==> src/rtl/corr_regs_pkg.sv <==
// Register map, FSM state encoding and dump field layout shared by the
// correlator dump master and its Wishbone access engine.
package corr_regs_pkg;

    localparam logic [11:0] OFS_PRN     = 12'h000;
    localparam logic [11:0] OFS_CARR    = 12'h004;
    localparam logic [11:0] OFS_CODE    = 12'h008;
    localparam logic [11:0] OFS_SLEW    = 12'h00C;
    localparam logic [11:0] OFS_IE      = 12'h010;
    localparam logic [11:0] OFS_QE      = 12'h014;
    localparam logic [11:0] OFS_IP      = 12'h018;
    localparam logic [11:0] OFS_QP      = 12'h01C;
    localparam logic [11:0] OFS_IL      = 12'h020;
    localparam logic [11:0] OFS_QL      = 12'h024;
    localparam logic [11:0] OFS_STATUS  = 12'h380;
    localparam logic [11:0] OFS_NEWDATA = 12'h384;

    // dump_corr is {ql,il,qp,ip,qe,ie}; field k lives at [k*CORR_W +: CORR_W]
    localparam int CORR_W  = 32;
    localparam int CORR_IE = 0;
    localparam int CORR_QE = 1;
    localparam int CORR_IP = 2;
    localparam int CORR_QP = 3;
    localparam int CORR_IL = 4;
    localparam int CORR_QL = 5;
    localparam int CORR_N  = 6;

    typedef enum logic [3:0] {
        ST_IDLE,
        ST_RD_STAT,
        ST_RD_NEWDATA,
        ST_RD_IE,
        ST_RD_QE,
        ST_RD_IP,
        ST_RD_QP,
        ST_RD_IL,
        ST_RD_QL,
        ST_DUMP,
        ST_WAIT_UPD,
        ST_WR_SLEW,
        ST_WR_CODE,
        ST_WR_CARR
    } corr_state_e;

    function automatic logic is_access(input corr_state_e s);
        return s inside {ST_RD_STAT, ST_RD_NEWDATA, ST_RD_IE, ST_RD_QE, ST_RD_IP,
                         ST_RD_QP, ST_RD_IL, ST_RD_QL, ST_WR_SLEW, ST_WR_CODE, ST_WR_CARR};
    endfunction

    // Next write state after 'after'; zero words are skipped without a bus access.
    function automatic corr_state_e next_write(input corr_state_e after,
                                               input logic [31:0] slew,
                                               input logic [31:0] code,
                                               input logic [31:0] carr);
        corr_state_e nxt;
        nxt = ST_IDLE;
        if ((after inside {ST_WAIT_UPD, ST_WR_SLEW, ST_WR_CODE}) && carr != '0)
            nxt = ST_WR_CARR;
        if ((after inside {ST_WAIT_UPD, ST_WR_SLEW}) && code != '0)
            nxt = ST_WR_CODE;
        if (after == ST_WAIT_UPD && slew != '0)
            nxt = ST_WR_SLEW;
        return nxt;
    endfunction

endpackage

==> src/rtl/wb_single_access.sv <==
// Runs one Wishbone classic read or write with an ack timeout. done/err are
// combinational in the last bus cycle; cyc drops on the following edge.
module wb_single_access #(
    parameter int ACK_TIMEOUT = 16
) (
    input  logic        clk,
    input  logic        rst,
    input  logic        start,
    input  logic        we,
    input  logic [31:0] adr,
    input  logic [31:0] wdat,
    output logic [31:0] wb_adr_o,
    output logic [31:0] wb_dat_o,
    output logic        wb_cyc_o,
    output logic        wb_stb_o,
    output logic        wb_we_o,
    input  logic        wb_ack_i,
    input  logic [31:0] wb_dat_i,
    output logic        done,
    output logic        err,
    output logic [31:0] rdata
);

    localparam int CW = $clog2(ACK_TIMEOUT + 1);

    logic [CW-1:0] cnt;

    assign done  = wb_cyc_o & wb_ack_i;
    assign err   = wb_cyc_o & ~wb_ack_i & (cnt == CW'(ACK_TIMEOUT - 1));
    assign rdata = wb_dat_i;

    // A start can only be seen while cyc is low, and the sequencer raises it
    // one cycle after done, so every access is followed by one idle gap cycle.
    always_ff @(posedge clk or posedge rst) begin
        if (rst) begin
            wb_cyc_o <= 1'b0;
            wb_stb_o <= 1'b0;
            wb_we_o  <= 1'b0;
            wb_adr_o <= '0;
            wb_dat_o <= '0;
            cnt      <= '0;
        end else if (!wb_cyc_o) begin
            if (start) begin
                wb_cyc_o <= 1'b1;
                wb_stb_o <= 1'b1;
                wb_we_o  <= we;
                wb_adr_o <= adr;
                wb_dat_o <= wdat;
                cnt      <= '0;
            end
        end else if (done || err) begin
            wb_cyc_o <= 1'b0;
            wb_stb_o <= 1'b0;
            wb_we_o  <= 1'b0;
        end else begin
            cnt <= cnt + CW'(1);
        end
    end

endmodule

==> src/rtl/corr_dump_master.sv <==
// Hardware replacement for the correlator accumulation ISR: reads status and
// accumulations over Wishbone, hands them to the loop filter, writes results back.
module corr_dump_master
    import corr_regs_pkg::*;
#(
    parameter logic [31:0] BASE_ADDR   = 32'h2000_0000,
    parameter logic [11:0] STATUS_OFS  = OFS_STATUS,
    parameter logic [11:0] NEWDATA_OFS = OFS_NEWDATA,
    parameter int          ACK_TIMEOUT = 16
) (
    input  logic         clk,
    input  logic         hw_rst,
    input  logic         enable,
    input  logic         accum_int,
    output logic [31:0]  wb_adr_o,
    output logic [31:0]  wb_dat_o,
    input  logic [31:0]  wb_dat_i,
    output logic [3:0]   wb_sel_o,
    output logic         wb_cyc_o,
    output logic         wb_stb_o,
    output logic         wb_we_o,
    input  logic         wb_ack_i,
    output logic         dump_valid,
    input  logic         dump_ready,
    output logic [191:0] dump_corr,
    output logic [31:0]  dump_status,
    input  logic         upd_valid,
    output logic         upd_ready,
    input  logic [31:0]  upd_slew,
    input  logic [31:0]  upd_code_freq,
    input  logic [31:0]  upd_carr_freq,
    output logic         busy,
    output logic         err_timeout,
    output logic         missed_int
);

    corr_state_e state;
    logic        int_d;
    logic        int_evt;
    logic        issued;
    logic        acc_start;
    logic        acc_we;
    logic        acc_done;
    logic        acc_err;
    logic [11:0] acc_ofs;
    logic [31:0] acc_adr;
    logic [31:0] acc_wdat;
    logic [31:0] acc_rdata;
    logic [31:0] slew_q;
    logic [31:0] code_q;
    logic [31:0] carr_q;

    assign int_evt   = accum_int & ~int_d;
    assign busy      = (state != ST_IDLE);
    assign wb_sel_o  = 4'hf;
    assign acc_start = is_access(state) & ~issued;
    assign acc_adr   = BASE_ADDR + {20'h0, acc_ofs};

    always_comb begin
        acc_ofs  = OFS_PRN;
        acc_we   = 1'b0;
        acc_wdat = '0;
        unique case (state)
            ST_RD_STAT:    acc_ofs = STATUS_OFS;
            ST_RD_NEWDATA: acc_ofs = NEWDATA_OFS;
            ST_RD_IE:      acc_ofs = OFS_IE;
            ST_RD_QE:      acc_ofs = OFS_QE;
            ST_RD_IP:      acc_ofs = OFS_IP;
            ST_RD_QP:      acc_ofs = OFS_QP;
            ST_RD_IL:      acc_ofs = OFS_IL;
            ST_RD_QL:      acc_ofs = OFS_QL;
            ST_WR_SLEW: begin
                acc_ofs  = OFS_SLEW;
                acc_we   = 1'b1;
                acc_wdat = slew_q;
            end
            ST_WR_CODE: begin
                acc_ofs  = OFS_CODE;
                acc_we   = 1'b1;
                acc_wdat = code_q;
            end
            ST_WR_CARR: begin
                acc_ofs  = OFS_CARR;
                acc_we   = 1'b1;
                acc_wdat = carr_q;
            end
            default:       acc_ofs = OFS_PRN;
        endcase
    end

    wb_single_access #(
        .ACK_TIMEOUT(ACK_TIMEOUT)
    ) u_access (
        .clk      (clk),
        .rst      (hw_rst),
        .start    (acc_start),
        .we       (acc_we),
        .adr      (acc_adr),
        .wdat     (acc_wdat),
        .wb_adr_o (wb_adr_o),
        .wb_dat_o (wb_dat_o),
        .wb_cyc_o (wb_cyc_o),
        .wb_stb_o (wb_stb_o),
        .wb_we_o  (wb_we_o),
        .wb_ack_i (wb_ack_i),
        .wb_dat_i (wb_dat_i),
        .done     (acc_done),
        .err      (acc_err),
        .rdata    (acc_rdata)
    );

    // Both handshakes: a transfer happens on the clock edge where valid and
    // ready are both high; valid side holds its payload stable until then.
    always_ff @(posedge clk or posedge hw_rst) begin
        if (hw_rst) begin
            state       <= ST_IDLE;
            int_d       <= 1'b0;
            issued      <= 1'b0;
            dump_valid  <= 1'b0;
            dump_corr   <= '0;
            dump_status <= '0;
            upd_ready   <= 1'b0;
            err_timeout <= 1'b0;
            missed_int  <= 1'b0;
            slew_q      <= '0;
            code_q      <= '0;
            carr_q      <= '0;
        end else begin
            int_d       <= accum_int;
            err_timeout <= 1'b0;
            missed_int  <= 1'b0;
            if (int_evt && enable && state != ST_IDLE)
                missed_int <= 1'b1;
            if (acc_start)
                issued <= 1'b1;
            if (acc_done || acc_err)
                issued <= 1'b0;

            if (acc_err) begin
                err_timeout <= 1'b1;
                state       <= ST_IDLE;
            end else begin
                unique case (state)
                    ST_IDLE:
                        if (int_evt && enable) state <= ST_RD_STAT;
                    ST_RD_STAT:
                        if (acc_done) begin
                            dump_status <= acc_rdata;
                            state       <= ST_RD_NEWDATA;
                        end
                    ST_RD_NEWDATA:
                        if (acc_done) state <= acc_rdata[0] ? ST_RD_IE : ST_IDLE;
                    ST_RD_IE:
                        if (acc_done) begin
                            dump_corr[CORR_IE*CORR_W +: CORR_W] <= acc_rdata;
                            state <= ST_RD_QE;
                        end
                    ST_RD_QE:
                        if (acc_done) begin
                            dump_corr[CORR_QE*CORR_W +: CORR_W] <= acc_rdata;
                            state <= ST_RD_IP;
                        end
                    ST_RD_IP:
                        if (acc_done) begin
                            dump_corr[CORR_IP*CORR_W +: CORR_W] <= acc_rdata;
                            state <= ST_RD_QP;
                        end
                    ST_RD_QP:
                        if (acc_done) begin
                            dump_corr[CORR_QP*CORR_W +: CORR_W] <= acc_rdata;
                            state <= ST_RD_IL;
                        end
                    ST_RD_IL:
                        if (acc_done) begin
                            dump_corr[CORR_IL*CORR_W +: CORR_W] <= acc_rdata;
                            state <= ST_RD_QL;
                        end
                    ST_RD_QL:
                        if (acc_done) begin
                            dump_corr[CORR_QL*CORR_W +: CORR_W] <= acc_rdata;
                            dump_valid <= 1'b1;
                            state      <= ST_DUMP;
                        end
                    ST_DUMP:
                        if (dump_ready) begin
                            dump_valid <= 1'b0;
                            upd_ready  <= 1'b1;
                            state      <= ST_WAIT_UPD;
                        end
                    ST_WAIT_UPD:
                        if (upd_valid) begin
                            slew_q    <= upd_slew;
                            code_q    <= upd_code_freq;
                            carr_q    <= upd_carr_freq;
                            upd_ready <= 1'b0;
                            state     <= next_write(ST_WAIT_UPD, upd_slew,
                                                    upd_code_freq, upd_carr_freq);
                        end
                    ST_WR_SLEW:
                        if (acc_done) state <= next_write(ST_WR_SLEW, slew_q, code_q, carr_q);
                    ST_WR_CODE:
                        if (acc_done) state <= next_write(ST_WR_CODE, slew_q, code_q, carr_q);
                    ST_WR_CARR:
                        if (acc_done) state <= ST_IDLE;
                    default:
                        state <= ST_IDLE;
                endcase
            end
        end
    end

endmodule

==> config.mk <==
export PLATFORM = sky130hd
export DESIGN_NAME = corr_dump_master
export DESIGN_NICKNAME = d
export VERILOG_FILES = /design/src/rtl/corr_regs_pkg.sv /design/src/rtl/wb_single_access.sv /design/src/rtl/corr_dump_master.sv
export SDC_FILE = /design/constraint.sdc
export NUM_CORES = 1
export LEC_CHECK = 0
export BUFFER_PORTS_ARGS = -buffer_cell sky130_fd_sc_hd__buf_2
export CAP_MARGIN = 40
export CORE_ASPECT_RATIO = 1.1
export CORE_MARGIN = 10
export CORE_UTILIZATION = 40
export DETAILED_ROUTE_END_ITERATION = 16
export PLACE_DENSITY_LB_ADDON = 0.05
export RECOVER_POWER = 50
export SLEW_MARGIN = 20
export SYNTH_ARGS = -nofsm -noshare
export SYNTH_HDL_FRONTEND = slang
export SYNTH_HIERARCHICAL = 1
export SYNTH_SLANG_ARGS = --single-unit
==> constraint.sdc <==
create_clock -name clk -period 13.25 [get_ports clk]
set_input_delay 3.3125 -clock clk [delete_from_list [all_inputs] [get_ports clk]]
set_output_delay 3.3125 -clock clk [all_outputs]
set_load 0.01 [all_outputs]
==> results.json, run 1 <==
{
  "status": "finished with violations",
  "failed_checks": "capacitance limit, slew limit",
  "endpoint_kind": "asynchronous set/reset pin",
  "yosysSeqAreaShare_pct": 60.48,
  "cp_data_arrival_time_ns": 8.09,
  "cap_violations": 6,
  "synthToLayoutAreaGrowth_pct": 22.50,
  "yosysTopAreaCell": "dfrtp_1",
  "die-area_sq_um": 50150,
  "clock_skew_ns": 0.01459,
  "required_ns": 13.26,
  "synth_edf_count": 0,
  "numCtsBuffers": 44,
  "grt_max_degree": 186,
  "period_minus_slack_ns": 8.084,
  "multi_input_area_sq_um": 6010,
  "async_reset_ff_share_pct": 100.0,
  "grt_usage_pct": 20.03,
  "fin_cells": 2307,
  "max_stage_delay_ns": 2.30,
  "timing.critical_path.mode_cell": "clkbuf_1",
  "worst_pin_slew_ns": 4.197,
  "dr.pass1.iters": 5,
  "core_sq_um": 41180,
  "fmax_mhz": 123.7,
  "nFillCells": 3896,
  "min-delay-start": "u_access/wb_dat_o[24]$_DFFE_PP0P_",
  "fin_crit_sh_pct": 61.01,
  "post_cts_resized": 0,
  "start_util_pct": 40.39,
  "synth_area_leaders": "dfrtp_1, mux2_2, nand2_1",
  "path_cells": "clkbuf_1 > clkinvlp_2 > clkbuf_1",
  "hold_viol": 0,
  "fin_ws_ns": 5.166,
  "ys_seq_elements": 402,
  "ff_latch_area_sq_um": 10060,
  "cts_sinks": 402,
  "timing.rr.end": "u_access/cnt[4]$_DFFE_PP0P_",
  "antenna_found_initial": 1,
  "place_area_sq_um": 19240,
  "via_per_inst": 4.903,
  "dp.cells": 2228,
  "synthCells": 1296,
  "setup_tns_ns": 0,
  "row_count": 78,
  "root_buffer": "clkbuf_16",
  "cts_max_level": 2,
  "critPathLaunchType": "input port",
  "crit_buf_inv": 3,
  "io_pins": 435,
  "r2r_start": "state[1]$_DFFE_PP0P_",
  "die_w_um": 214.4,
  "grt_pass1_wl_mm": 77.18,
  "p_leak_uw": 0.01058,
  "relSlewSlack_pct": -181.3,
  "diodes": 0,
  "dp_hpwl_mm": 38.34,
  "ys_types": 50,
  "crit_fanout": 91,
  "rsz0062_at_grt": "no",
  "yosysTopAreaCellShare_pct": 60.48,
  "finalWirelength_mm": 51.61,
  "grtUsageMet3_pct": 5.413,
  "syn_area_per_cell_sq_um": 12.83,
  "setup_violations": 0,
  "ir_drop_mv": 0.1235,
  "hp-class": "register to register",
  "clock_path_buffers": 3,
  "drc_errors": 0,
  "place.gp.congestion": 0.8152,
  "synth_area_sq_um": 16630,
  "cts_setup_buffers": 0,
  "final_max_slew_viol_count": 324,
  "worstHoldEndpoint": "u_access/wb_dat_o[24]$_DFFE_PP0P_",
  "antenna_left": 0,
  "final_nets": 1852,
  "busiest_layer": "met2",
  "overflow": 0,
  "numPortBuffers": 430,
  "cpLargestDelayFamily": "buffers and inverters",
  "vias": 11311,
  "stdcell_area_sq_um": 20380,
  "clk_latency_ns": 0.57,
  "slowest_stage": "clkinvlp_2",
  "p_per_area_nw_per_um2": 204.7,
  "use_met2_pct": 34.70,
  "clk_pin_slew_worst_paths_ns": 0.06,
  "hold_ws_ns": 0.4641,
  "die_h_um": 233.9,
  "place_ws_ns": 7.716,
  "grt_util_met1_pct": 24.25,
  "ys_warn_count": 6,
  "cts_tree": "built",
  "wl_per_cell_um": 22.37,
  "synthFlopType": "dfrtp_1",
  "ff2ff_setup_slack_ns": 8.96,
  "crit_type": "input port to asynchronous set/reset pin",
  "reg2reg_depth": 7,
  "grt_pass1_vias": 12060,
  "drive_above_1_share_pct": 36.35,
  "postCtsHoldBufs": 0,
  "drt_iter0_drc": 517,
  "hold_path_depth": 2
}
==> state kept, by name, summed over array words and instances, names as in the netlist, 4 cells and up <==
signal             flops
dump_corr            192
slew_q                32
dump_status           32
u_access/wb_dat_o     32
carr_q                32
state                  4
code_q                32
u_access/cnt           5
u_access/wb_adr_o     32
==> power by group <==
group	total (uW)	internal, uW	switching, uW
combinational	1070	482	585
sequential	1890	1620	273
clock	1210	719	491
==> worst register-to-register path, cell delays in order, from the launching register on <==
cell      delay, ns
dfrtp_1        0.64
or3_1          0.47
a21oi_1        0.28
nor3_1         0.19
nand2b_1       0.49
clkbuf_1       1.83
nand3_1        0.17
o21ai_0        0.16
==> worst max-delay path by stage <==
stage,startpoint,end,slack (ns),cells after the start
final,hw_rst,dump_corr[12]$_DFFE_PP0P_,5.17,3
after global routing,hw_rst,dump_corr[108]$_DFFE_PP0P_,4.03,3
after CTS,state[0]$_DFFE_PP0P_,busy,8.02,3
after floorplan,hw_rst,carr_q[0]$_DFFE_PP0P_,0.80,1
after global placement,wb_ack_i,carr_q[20]$_DFFE_PP0P_,7.58,5
after detailed placement,wb_ack_i,carr_q[15]$_DFFE_PP0P_,7.72,6
==> placed cells by master (no fill, tap or decap), types with 6 or more instances in the layout <==
cell type and count:
a21oi_1 6, a22oi_1 32, buf_2 255, buf_4 7, clkbuf_1 192, clkbuf_16 45, clkbuf_8 10, clkinv_2 6
conb_1 29, dfrtp_1 402, mux2_1 33, mux2_2 287, nand2_1 274, nand3_1 10, nand4_1 10, nor2_1 14
nor2b_1 6, nor4_1 40, o21ai_0 11
==> synthesized netlist by cell type (all sizes together) (2+ instances only) <==
cell and n:
nor2 17, or3 2, mux2 320, a22oi 32, xor2 4, nor3b 5, and3 3, conb 2
o211ai 2, and4 2, clkbuf 11, nor4 40, o21a 2, mux2i 2, inv 3, nor3 3
a21oi 6, nand2 277, nand3 11, a21o 2, nand4 10, buf 92, and3b 2, a211oi 2
and2 4, nand2b 4, dfrtp 402, o21ai 14, nor2b 7, ha 2
==> area by class of cell <==
type                            count  share of cell area, %
Sequential cell                   402                  49.37
Multi-Input combinational cell    815                  29.49
Clock inverter                     11                 0.5711
Clock buffer                       67                  6.423
Inverter                            3                0.06755
Tap cell                          560                  3.439
Timing Repair Buffer              449                  10.64
==> cells by family (layout without fill, tap and decap cells) <==
family / after synthesis / in the layout / share of synthesized area [%]
muxes: 322 / 322 / 21.78
and+or+nand+nor: 391 / 391 / 10.49
xor gates and xnor gates: 4 / 4 / 0.2106
AOI/OAI and AO/OA: 67 / 67 / 2.843
adders and majority gates: 2 / 2 / 0.1504
other: 2 / 29 / 0.04515
DFF: 402 / 402 / 60.48
buffers and inverters: 106 / 530 / 4.002
==> routing by layer <==
layer,routed length (um),up-vias
met3,3005,61
met1,21750,5665
met2,25770,298
met4,1075,2
met5,14,-
li1,-,5285
==> metrics by stage <==
step / total power [uW] / utilization (%)
2_1_floorplan: 2506 / -
3_3_place_gp: 3023 / 46.31
3_5_place_dp: 3052 / 46.71
4_1_cts: 4282 / 50.17
5_1_grt: 4415 / 49.47
6_report: 4171 / 49.47
No activity file was read; power rests on OpenSTA's default activity.
==> run 2: changes to the inputs <==
Clock period 13.25 ns to 7.2 ns, I/O delays scaled along.
==> results.json, run 2 (synthesis gave the netlist of run 1 again) <==
{
  "antenna_left": 0,
  "dp_hpwl_mm": 38.46,
  "via_per_inst": 4.984,
  "clock_path_buffers": 3,
  "overflow": 0,
  "final_nets": 1850,
  "cap_violations": 2,
  "vias": 11458,
  "grt_pass1_vias": 12098,
  "top_register": "dump_corr",
  "pwr-share-comb_pct": 26.3,
  "crit_fanout": 50,
  "cts_max_level": 2,
  "core_sq_um": 41180,
  "cts_setup_buffers": 0,
  "hold_viol": 0,
  "max_stage_delay_ns": 2.15,
  "synthToLayoutAreaGrowth_pct": 22.94,
  "final_util_pct": 49.65,
  "cts_sinks": 402,
  "nFillCells": 3917,
  "worst_pin_slew_ns": 2.937,
  "cts_tree": "built",
  "io_pins": 435,
  "setup_tns_ns": 0,
  "largest_reg_flops": 192,
  "place.gp.congestion": 0.8215,
  "failed_checks": "capacitance limit, slew limit",
  "grt_usage_pct": 20.04,
  "fin_cells": 2299,
  "grt_max_degree": 182,
  "grt_pass1_wl_mm": 77.14,
  "setup_violations": 0,
  "dr.pass1.iters": 4,
  "crit_type": "input port to asynchronous set/reset pin",
  "swShare_pct": 32.35,
  "dp.cells": 2227,
  "fin_crit_sh_pct": 65.25,
  "stdcell_area_sq_um": 20450,
  "clock_skew_ns": 0.006839,
  "ff_latch_area_sq_um": 10060,
  "drt_iter0_drc": 653,
  "antenna_found_initial": 1,
  "relSlewSlack_pct": -95.82,
  "die_w_um": 214.4,
  "row_count": 78,
  "numPortBuffers": 430,
  "status": "finished with violations",
  "path_cells": "clkbuf_1 > inv_1 > clkbuf_1",
  "fmax_mhz": 212.8,
  "required_ns": 7.22,
  "place_area_sq_um": 19230,
  "layout_common_cells": "dfrtp_1, buf_2, mux2_2, nand2_1, clkbuf_1",
  "die_h_um": 233.9,
  "start_util_pct": 40.39,
  "seqPwrFrac_pct": 45.5,
  "diodes": 0,
  "timing.critical_path.mode_cell": "clkbuf_1",
  "die-area_sq_um": 50150,
  "ir_drop_mv": 0.2197,
  "period_minus_slack_ns": 4.698,
  "p_leak_uw": 0.01088,
  "endpoint_kind": "asynchronous set/reset pin",
  "clk_pin_slew_worst_paths_ns": 0.06,
  "wl_per_cell_um": 22.51,
  "multi_input_area_sq_um": 6030,
  "numCtsBuffers": 44,
  "p_per_area_nw_per_um2": 373.7,
  "final_max_slew_viol_count": 83,
  "drc_errors": 0,
  "clkPwrFrac_pct": 28.3,
  "hp-class": "register to register",
  "p_sw_uw": 2472,
  "p_int_uw": 5169,
  "drive_above_1_share_pct": 40.94,
  "finalWirelength_mm": 51.76,
  "layout_commonest_cell": "dfrtp_1",
  "cp_data_arrival_time_ns": 4.72,
  "rsz0062_at_grt": "no",
  "root_buffer": "clkbuf_16",
  "post_cts_resized": 0,
  "postCtsHoldBufs": 0,
  "critPathLaunchType": "input port",
  "slowest_stage": "clkbuf_1",
  "clk_latency_ns": 0.56
}
## run 2: cell types whose count changed in the layout (fill, tap and decap cells not counted), sizes merged
| cell | before | now |
|---|---|---|
| clkbuf | 247 | 168 |
| clkinvlp | 2 | 1 |
| bufinv | 2 | 0 |
| buf | 269 | 344 |
| inv | 3 | 2 |
## run 2: metal layers
layer  routed length [um]  track usage [%]  share of wire, %
met5                   10                0             0.019
met2                25750            34.20                50
met1                21560            24.26                42
met3                 3075            5.233               5.9
met4                 1365            7.049               2.6
## run 2: final timing paths
kind                                                        from                                end  slack, ns  cells after the start
worst max-delay path                                      hw_rst  u_access/wb_dat_o[14]$_DFFE_PP0P_       2.50                      3
worst max register to register              state[3]$_DFFE_PP0P_             slew_q[16]$_DFFE_PP0P_       3.05                      5
max in group clk                                        wb_ack_i             slew_q[16]$_DFFE_PP0P_       2.62                      6
worst min register to register  u_access/wb_adr_o[9]$_DFFE_PP0P_   u_access/wb_adr_o[9]$_DFFE_PP0P_       0.47                      2
min in group asynchronous                                 hw_rst        u_access/cnt[3]$_DFFE_PP0P_       1.44                      2
worst min-delay path            u_access/wb_adr_o[9]$_DFFE_PP0P_   u_access/wb_adr_o[9]$_DFFE_PP0P_       0.47                      2
## run 2: through the flow
| step | worst slack [ns] | hold slack, ns | power, uW |
|---|---|---|---|
| 2_1_floorplan | 0.9933 | 0.4646 | 4612 |
| 3_3_place_gp | 2.991 | 0.4541 | 5554 |
| 3_5_place_dp | 3.074 | 0.4569 | 5607 |
| 4_1_cts | 3.472 | 0.4714 | 7799 |
| 5_1_grt | 1.844 | 0.4928 | 8095 |
| 6_report | 2.502 | 0.4693 | 7641 |
## run 2: power by group through the flow
stage | sequential [uW] | combinational [uW] | clock (uW)
3_3_place_gp | 3490 | 2070 | 0
2_1_floorplan | 3590 | 1020 | 0
6_report | 3470 | 2010 | 2160
4_1_cts | 3470 | 2110 | 2220
5_1_grt | 3580 | 2200 | 2310
3_5_place_dp | 3510 | 2100 | 0
## run 2: layout make-up
| type | instances | area share, % |
|---|---|---|
| sequential | 402 | 49.20 |
| clock inverter | 7 | 0.1897 |
| tap | 560 | 3.427 |
| timing repair buffer | 447 | 11.13 |
| clock buffer | 65 | 6.510 |
| inverter | 3 | 0.06119 |
| multi-input combinational | 815 | 29.49 |
## run 2: critical path: cells and delay by family
family / cells / cell delay, ns
buffers and inverters: 3 / 2.90
==> run 3: changes to the inputs <==
Clock period 7.2 ns to 4 ns, I/O delays scaled along.
==> results.json, run 3 (synthesis gave the netlist of run 1 again) <==
{
  "status": "finished with violations",
  "failed_checks": "capacitance limit, slew limit",
  "via_per_inst": 4.956,
  "dp_hpwl_mm": 38.36,
  "pwr-share-comb_pct": 25.4,
  "setup_violations": 0,
  "cp_data_arrival_time_ns": 3.48,
  "clock_path_buffers": 3,
  "cts_sinks": 402,
  "die-area_sq_um": 50150,
  "grt_pass1_wl_mm": 77.47,
  "place_ws_ns": 0.7761,
  "hold_path_depth": 2,
  "root_buffer": "clkbuf_16",
  "start_util_pct": 40.39,
  "row_count": 78,
  "postCtsHoldBufs": 0,
  "numPortBuffers": 430,
  "clk_pin_slew_worst_paths_ns": 0.06,
  "overflow": 0,
  "final_util_pct": 49.75,
  "layout_common_cells": "dfrtp_1, buf_2, mux2_2, nand2_1, clkbuf_1",
  "drc_errors": 0,
  "grt_pass1_vias": 11898,
  "wl_per_cell_um": 22.54,
  "antenna_left": 0,
  "relSlewSlack_pct": -20.62,
  "die_h_um": 233.9,
  "nFillCells": 3930,
  "cts_tree": "built",
  "hold_viol": 0,
  "clock_skew_ns": 0.01408,
  "crit_fanout": 32,
  "fin_crit_sh_pct": 76.11,
  "final_max_slew_viol_count": 310,
  "dr.pass1.iters": 5,
  "core_sq_um": 41180,
  "critPathLaunchType": "register",
  "period_minus_slack_ns": 3.044,
  "p_leak_uw": 0.01079,
  "antenna_found_initial": 0,
  "clkPwrFrac_pct": 29.7,
  "finalWirelength_mm": 52.14,
  "grt_max_degree": 126,
  "post_cts_resized": 0,
  "fmax_mhz": 328.5,
  "worst_pin_slew_ns": 1.809,
  "seqPwrFrac_pct": 44.8,
  "endpoint_kind": "register",
  "diodes": 0,
  "synthToLayoutAreaGrowth_pct": 23.19,
  "drt_iter0_drc": 567,
  "setup_tns_ns": 0,
  "layout_commonest_cell": "dfrtp_1",
  "final_nets": 1857,
  "clk_latency_ns": 0.56,
  "cap_violations": 4,
  "place.gp.congestion": 0.8228,
  "p_per_area_nw_per_um2": 681.6,
  "cts_max_level": 2,
  "top_register": "dump_corr",
  "p_sw_uw": 4474,
  "drive_above_1_share_pct": 39.13,
  "reg2reg_depth": 9,
  "crit_type": "register to register",
  "grt_usage_pct": 20.18,
  "required_ns": 4.44,
  "io_pins": 435,
  "rsz0062_at_grt": "no",
  "swShare_pct": 32.03,
  "vias": 11464,
  "largest_reg_flops": 192,
  "cts_setup_buffers": 0,
  "p_int_uw": 9493,
  "ir_drop_mv": 0.4388,
  "numCtsBuffers": 43,
  "ff2ff_setup_slack_ns": 0.96,
  "hp-class": "register to register",
  "die_w_um": 214.4,
  "fin_ws_ns": 0.9558
}
-- run 3: worst paths after layout --
check,startpoint,endpoint
setup / recovery,u_access/cnt[0]$_DFFE_PP0P_,dump_corr[138]$_DFFE_PP0P_
hold / removal,u_access/wb_adr_o[7]$_DFFE_PP0P_,u_access/wb_adr_o[7]$_DFFE_PP0P_
setup reg to reg,u_access/cnt[0]$_DFFE_PP0P_,dump_corr[138]$_DFFE_PP0P_
hold reg to reg,u_access/wb_adr_o[7]$_DFFE_PP0P_,u_access/wb_adr_o[7]$_DFFE_PP0P_
max in group asynchronous,hw_rst,u_access/wb_dat_o[28]$_DFFE_PP0P_
min in group asynchronous,hw_rst,u_access/wb_dat_o[4]$_DFFE_PP0P_
-- run 3: per-stage QoR --
stage | total power (uW) | instance area, sq um | cells | hold slack (ns)
2_1_floorplan | 8302 | 16740 | 1323 | 0.4646
3_3_place_gp | 10010 | 19230 | 2234 | 0.4550
3_5_place_dp | 10090 | 19230 | 2234 | 0.4565
4_1_cts | 14310 | 20730 | 2312 | 0.4727
5_1_grt | 14780 | 20490 | 2313 | 0.4867
6_report | 13970 | 20490 | 2313 | 0.4734
-- run 3: worst max-delay path: stages (launching register included) --
cell and delay (ns):
dfrtp_1 0.40, ha_1 0.21, and3_1 0.14, ha_1 0.21
and3b_1 0.28, nor2b_1 0.31, nor2b_2 0.32, and3_2 0.21
buf_4 0.42, mux2_2 0.40
-- run 3: final cells by class --
cell class | count | area (sq um) | share of cell area [%]
clock buffers | 64 | 1348 | 6.576
clock inverters | 14 | 150.1 | 0.7327
inverters | 3 | 12.51 | 0.06106
multi-input cells | 815 | 6041 | 29.48
flip-flops and latches | 402 | 10060 | 49.09
well taps | 560 | 700.7 | 3.419
repair buffers | 455 | 2180 | 10.64
-- run 3: power groups by stage --
| stage | Combinational, uW | Sequential (uW) | Clock [uW] |
|---|---|---|---|
| after global routing | 3900 | 6430 | 4440 |
| after CTS | 3790 | 6250 | 4280 |
| after global placement | 3720 | 6280 | 0 |
| after floorplan | 1830 | 6470 | 0 |
| final | 3550 | 6260 | 4160 |
| after detailed placement | 3780 | 6320 | 0 |
-- run 3: metal layers --
metal  vias to the layer above  part of all wire (%)  GRT usage [%]
li1                       5292                     -              -
met1                      5780                    43          25.24
met2                       331                    49          34.01
met3                        61                   5.6          5.258
met4                         0                   2.4          5.897
met5                         -                     0              0
